==> config.mk <==
export PLATFORM = sky130hd
export DESIGN_NAME = pwm_slice
export DESIGN_NICKNAME = d
export VERILOG_FILES = /design/src/rtl/pwm_slice.sv
export SDC_FILE = /design/constraint.sdc
export NUM_CORES = 1
export LEC_CHECK = 0
export CAP_MARGIN = 0
export CORE_MARGIN = 1
export CORE_UTILIZATION = 25
export CTS_BUF_LIST = sky130_fd_sc_hd__clkbuf_2
export DETAILED_ROUTE_END_ITERATION = 8
export PLACE_DENSITY = 0.44
export REMOVE_ABC_BUFFERS = 1
export SYNTH_ARGS = -nofsm -noshare
export SYNTH_HDL_FRONTEND = slang
export SYNTH_SLANG_ARGS = --single-unit
==> constraint.sdc <==
create_clock -name clk -period 3.2 [get_ports clk]
set_input_delay 0.96 -clock clk [delete_from_list [all_inputs] [get_ports clk]]
set_output_delay 0.96 -clock clk [all_outputs]
set_load 0.05 [all_outputs]
==> src/rtl/pwm_slice.sv <==
// rtl/pwm_slice.sv - PWM slice with sawtooth/triangle counter and two compare channels
// Shadowed TOP/compare/polarity take effect only at period boundaries while enabled.
module pwm_slice #(
  parameter int CNT_W = 16
) (
  input  logic             clk,
  input  logic             reset,
  input  logic             pulse_en,
  input  logic             en,
  input  logic             phase_correct,
  input  logic [CNT_W-1:0] TOP,
  input  logic [CNT_W-1:0] CC_A,
  input  logic [CNT_W-1:0] CC_B,
  input  logic             invert_a,
  input  logic             invert_b,
  output logic [CNT_W-1:0] ctr,
  output logic             pwm_a,
  output logic             pwm_b,
  output logic             wrap
);

  typedef enum logic {UP = 1'b0, DOWN = 1'b1} dir_t;

  dir_t             dir, dir_nxt;
  logic [CNT_W-1:0] ctr_nxt;
  logic [CNT_W-1:0] top_q, cca_q, ccb_q;
  logic             inva_q, invb_q;
  logic             tick, wrap_evt;

  assign tick = en & pulse_en;

  always_comb begin
    ctr_nxt  = ctr;
    dir_nxt  = dir;
    wrap_evt = 1'b0;
    if (tick) begin
      if (!phase_correct) begin
        dir_nxt = UP;
        if (ctr >= top_q) begin
          ctr_nxt  = '0;
          wrap_evt = 1'b1;
        end else begin
          ctr_nxt = ctr + 1'b1;
        end
      end else if (top_q == '0 && ctr == '0) begin
        // Degenerate triangle: parked at zero, every tick closes a period.
        dir_nxt  = UP;
        ctr_nxt  = '0;
        wrap_evt = 1'b1;
      end else if (dir == UP) begin
        if (ctr >= top_q) begin
          dir_nxt = DOWN;
          ctr_nxt = (top_q == '0) ? '0 : top_q - 1'b1;
        end else begin
          ctr_nxt = ctr + 1'b1;
        end
      end else begin
        if (ctr == '0) begin
          dir_nxt  = UP;
          ctr_nxt  = CNT_W'(1);
          wrap_evt = 1'b1;
        end else begin
          ctr_nxt = ctr - 1'b1;
        end
      end
    end
  end

  always_ff @(posedge clk) begin
    if (reset) begin
      ctr    <= '0;
      dir    <= UP;
      wrap   <= 1'b0;
      top_q  <= '0;
      cca_q  <= '0;
      ccb_q  <= '0;
      inva_q <= 1'b0;
      invb_q <= 1'b0;
    end else begin
      ctr  <= ctr_nxt;
      dir  <= dir_nxt;
      wrap <= wrap_evt;
      // Disabled slices track inputs continuously; enabled ones only at wrap.
      if (!en || wrap_evt) begin
        top_q  <= TOP;
        cca_q  <= CC_A;
        ccb_q  <= CC_B;
        inva_q <= invert_a;
        invb_q <= invert_b;
      end
    end
  end

  assign pwm_a = (ctr < cca_q) ^ inva_q;
  assign pwm_b = (ctr < ccb_q) ^ invb_q;

endmodule
# After elaboration in Yosys (flattened, before gate mapping)
# Index checks and enable logic that the tools add are counted.
dict set report classes {
  div_mod_pow 0
  shifts 0
  n_addsub 3
  reduce_logical 5
  n_mul 0
  muxes 17
  magnitude_cmp 3
  n_bitwise 3
  eq_ne 0
}
# cell n
set ops {}
lappend ops {{2-to-1 mux 16 bit} 7}
lappend ops {{zero test 16 bit} 2}
lappend ops {{less-than comparator 16 bit} 2}
lappend ops {{subtractor 16 x 1 -> 16 bit, second input constant} 2}
lappend ops {{adder 16 x 1 -> 16 bit, second input constant} 1}
lappend ops {{>= comparator 16 bit} 1}
lappend ops {{2-to-1 mux 1 bit} 10}
lappend ops {{bitwise XOR 1 bit} 2}
lappend ops {{AND 1 bit} 1}
lappend ops {{logical AND 1 bit} 1}
lappend ops {{zero test 1 bit} 1}
lappend ops {{logical OR 1 bit} 1}
dict set report totals {
  out_inout_bits 19
  regBits 68
  romBits 0
  word_cells 39
  ramBits 0
  latch_bits 0
  input_bits 55
  mem_count 0
}

# Depth between registers and ports, before layout
dict set report logic_depth {
  word_depth 7
  mapped_depth 11
}

# Least setup slack after synthesis
# No wires, ideal clock.
dict set report synth_path {
  kind {register to output}
  start {register ctr[9]}
  end {output port pwm_a}
  stages_incl_launch_ff 9
  arrival_time_ns 2.678
  path_slack_ns -0.438
  n_path_buf 0
  t_required_ns 2.240
  cell_sequence {dfxtp_1 ha_1 a21o_1 a21o_1 a21oi_1 o21ai_0 nor3_1 a21oi_1 xnor2_1}
}
dict set report synth_via {
  elab_chain_len 2
}
# item line_no
set synth_rtl {}
lappend synth_rtl {{start: declaration} 16} ;# output logic [CNT_W-1:0] ctr,
lappend synth_rtl {{start signal: assignment} 80} ;# ctr <= ctr_nxt;
lappend synth_rtl {{less-than comparator 16 bit} 94} ;# assign pwm_a = (ctr < cca_q) ^ inva_q;
lappend synth_rtl {{bitwise XOR 1 bit} 94}
lappend synth_rtl {{end: declaration} 17} ;# output logic pwm_a,
# No other way between the ends.

# Worst setup path after layout
dict set report layout_path {
  start {register ccb_q[6]}
  end {output port pwm_b}
}
dict set report layout_via {
  elab_chain_len 2
}
# item line_no
set layout_rtl {}
lappend layout_rtl {{start: declaration} 26} ;# logic [CNT_W-1:0] top_q, cca_q, ccb_q;
lappend layout_rtl {{start signal: assignment} 76} ;# ccb_q <= '0;
lappend layout_rtl {{start signal: assignment} 87} ;# ccb_q <= CC_B;
lappend layout_rtl {{less-than comparator 16 bit} 95} ;# assign pwm_b = (ctr < ccb_q) ^ invb_q;
lappend layout_rtl {{bitwise XOR 1 bit} 95}
lappend layout_rtl {{end: declaration} 18} ;# output logic pwm_b,
# No other way between the ends.

==> metrics.md <==
| Metric | Value |
|---|---|
| Status | `finished with violations` |
| Failing checks | `negative setup slack` |
| Syn_area_per_cell | `8.254 sq um` |
| Fraction of layout instances using a drive strength above 1 | `14.64%` |
| Hold Crit Depth | `2` |
| Overflow after GRT | `0` |
| Post-synth EDFFs | `0` |
| Crit Path Class | `reg2out` |
| RR Startpoint | `ctr[1]` |
| Core Region | `20230 sq um` |
| Tcrit/Tclk final | `110.8%` |
| Via-per-instance ratio | `4.881` |
| Worst Hold Launch | `ccb_q[6]` |
| First-pass GRT wire length | `25570 microns` |
| Worst reg2reg path depth | `13` |
| Async set-reset flop share out of synthesis | `0%` |
| Total GRT Usage | `15.45%` |
| Setup slack, reg-to-reg | `140 ps` |
| Post-Syn Area | `5159 sq um` |
| CTS HTree Levels | `3` |
| Max cap viols | `0` |
| Finished Layout Cells | `995` |
| Critical path endpoint category | `output pin` |
| PD cells | `361.7 nW/um^2` |
| R2r endpoint | `ctr[1]` |
| Clock Sinks | `68` |
| Slew @ Worst Pin | `707.8 ps` |
| Startpoint Class | `register` |
| Num ports | `74` |
| Yosys top cell area share | `26.39%` |
| Endpoints failing hold | `0` |
| Initial antenna violation count | `1` |
| Via Count | `4857` |
| Hold endpoint | `ccb_q[6]` |
| Synth Flop Type | `dfxtp_1` |
| Crit path DAT | `2590 ps` |
| Drt total wl | `16400 microns` |
| Synth Warn # | `0` |
| Worst min-delay path category | `reg2reg` |
| Total CTS buffers | `9` |
| Netlist cell types | `66` |
| Root Driver | `clkbuf_2` |
| Slew Limit Fails | `0` |
| Top cells by area, synth | `dfxtp_1 (26%), ha_1 (12%), mux2i_1 (11%)` |
| Min Tclk post-route | `3547 ps` |
| DRT iter0 DRCs | `259` |
| Pin count of the biggest net entering global routing | `62` |
| Cells after Synth | `625` |
| Cell row count | `52` |
| Final HPWL DP | `12280 microns` |
| WP data required | `2240 ps` |
| Post-route ant nets | `0` |
| Max_slew headroom | `52.81%` |
| Setup_tns | `-634.0 ps` |
| Placed Cells incl. Taps | `970` |
| Worst vdd ir | `0.0001180 V` |
| Clock Skews | `31.71 ps` |
| Die X | `145.7 microns` |
| Worst Path Max Fanout | `2` |
| Commonest cells post-synth | `nor2_1 (85), dfxtp_1 (68), inv_1 (56), mux2i_1 (55), ha_1 (51)` |
| Final-stage net count | `825` |
| LEAKAGE | `2.818 nW` |
| Drt pass-1 iters | `5` |
| Residual DRC | `0` |
| Yosys reg bits | `68` |
| FMAX | `0.2819 GHz` |
| RSZ-0062 raised after global routing | `true` |
| Final GP Congestion | `0.8536` |
| Die height | `145.7 microns` |
| WL/cell | `16.48 microns` |
| Worst-path clk slew | `210 ps` |
| # setup viols final | `2` |
| Most area-hungry cell type in the Yosys netlist | `dfxtp_1` |
| Clock Path Buffers | `2` |
| Worst-skew pair later-pin latency | `590 ps` |
| Register area share after synthesis | `26.39%` |
| Initial core utilization | `25.49%` |
| Setup WS post-layout | `-346.8 ps` |
| Number of global-route vias before repair | `4829` |
| IO buf count | `73` |
| CTS tree | `built` |
| Synth-to-layout area growth | `28.96%` |
| Die area | `21210 sq um` |
| Count leader, synth | `nor2_1` |
[worst max-delay path, cell delays in order, from the launching register on]
cell and delay (ps):
dfxtp_2 370, inv_1 40, ha_1 320, and3_4 210, a221oi_4 330, a21oi_2 110, nor4b_2 260, nand3b_1 200
buf_12 150
[power by group]
group	internal (mW)	total [mW]	switching (mW)
registers	0.902	0.953	0.0514
logic	0.427	0.914	0.486
clock network	0.184	0.539	0.356
[how the worst max path moves through the flow]
stage                        start        to  slack, ps  cells past startpoint
after floorplan             ctr[0]  cca_q[0]      -1280                      9
after global placement      ctr[4]     pwm_b         80                      7
after detailed placement    ctr[4]     pwm_b         90                      7
after CTS                   ctr[1]     pwm_b       -520                      8
after global routing      ccb_q[1]     pwm_b       -530                      9
final                     ccb_q[6]     pwm_b       -350                      8
[sequential cells by signal (all words and copies together), names as in the netlist]
name / flops
dir: 1
invb_q: 1
wrap: 1
ctr: 16
top_q: 16
inva_q: 1
cca_q: 16
ccb_q: 16
[metal layers]
layer | track usage, % | vias up | wire (microns) | part of all wire (%)
met4 | 7.421 | 0 | 456 | 2.8
met5 | 0 | - | 0 | 0
met2 | 26.03 | 135 | 7765 | 47
li1 | - | 2411 | - | -
met3 | 2.351 | 27 | 673 | 4.1
met1 | 19.26 | 2284 | 7503 | 46
[stage by stage]
stage	worst slack, ps	hold WS, ps	power (mW)	instance area (sq um)	utilization (%)
after floorplan	-1276	457.6	1.484	4891	-
after global placement	84.18	477.9	1.813	6279	31.03
after detailed placement	85.23	485.8	1.822	6279	31.03
after CTS	-515.9	528.3	2.417	6515	32.20
after global routing	-531.0	561.4	2.577	6653	32.88
final	-346.8	520.2	2.406	6653	32.88
[cells in the final DEF (no fill, tap or decap), types with 9 or more instances in the layout]
| master | Yosys | final |
|---|---|---|
| clkdlybuf4s50_1 | 0 | 69 |
| nor3_1 | 15 | 14 |
| clkbuf_2 | 1 | 10 |
| nand3_1 | 20 | 20 |
| dfxtp_1 | 68 | 58 |
| nor2_1 | 85 | 85 |
| ha_1 | 51 | 46 |
| nand4_1 | 9 | 9 |
| a21o_1 | 9 | 9 |
| xnor2_1 | 23 | 23 |
| o21ai_0 | 18 | 15 |
| mux2i_1 | 55 | 55 |
| a21oi_1 | 24 | 20 |
| inv_1 | 56 | 54 |
| buf_4 | 3 | 40 |
| nand2_1 | 36 | 36 |
| xor2_1 | 9 | 9 |
[area by class of cell]
cell class / instances / area (sq um)
antenna: 1 / 2.502
tap: 270 / 337.8
multi-input combinational: 465 / 3456
clock buffer: 10 / 50.05
fill: 2169 / 13580
clock inverter: 6 / 65.06
sequential: 68 / 1379
inverter: 57 / 214.0
timing repair buffer: 118 / 1149
[cell families after synthesis]
logic type	share of synthesized area, %
AO/OA/AOI/OAI	16.25
AND/OR/NAND/NOR	19.11
adder cells (fa/ha/maj)	12.37
buffers and inverters	9.338
multiplexers	11.11
XOR/XNOR	5.433
flip-flops	26.39
[what timing repair did]
| item | CTS | global route |
|---|---|---|
| setup endpoints to repair | 3 | 52 |
| hold buffers | 0 | 0 |
| resized for setup | 27 | 16 |
| pin swaps | 12 | 13 |
| buffers inserted | 2 | 5 |
| cloned | 0 | 1 |
| hold endpoints to repair | 0 | 0 |
No activity file was read; power rests on OpenSTA's default activity.
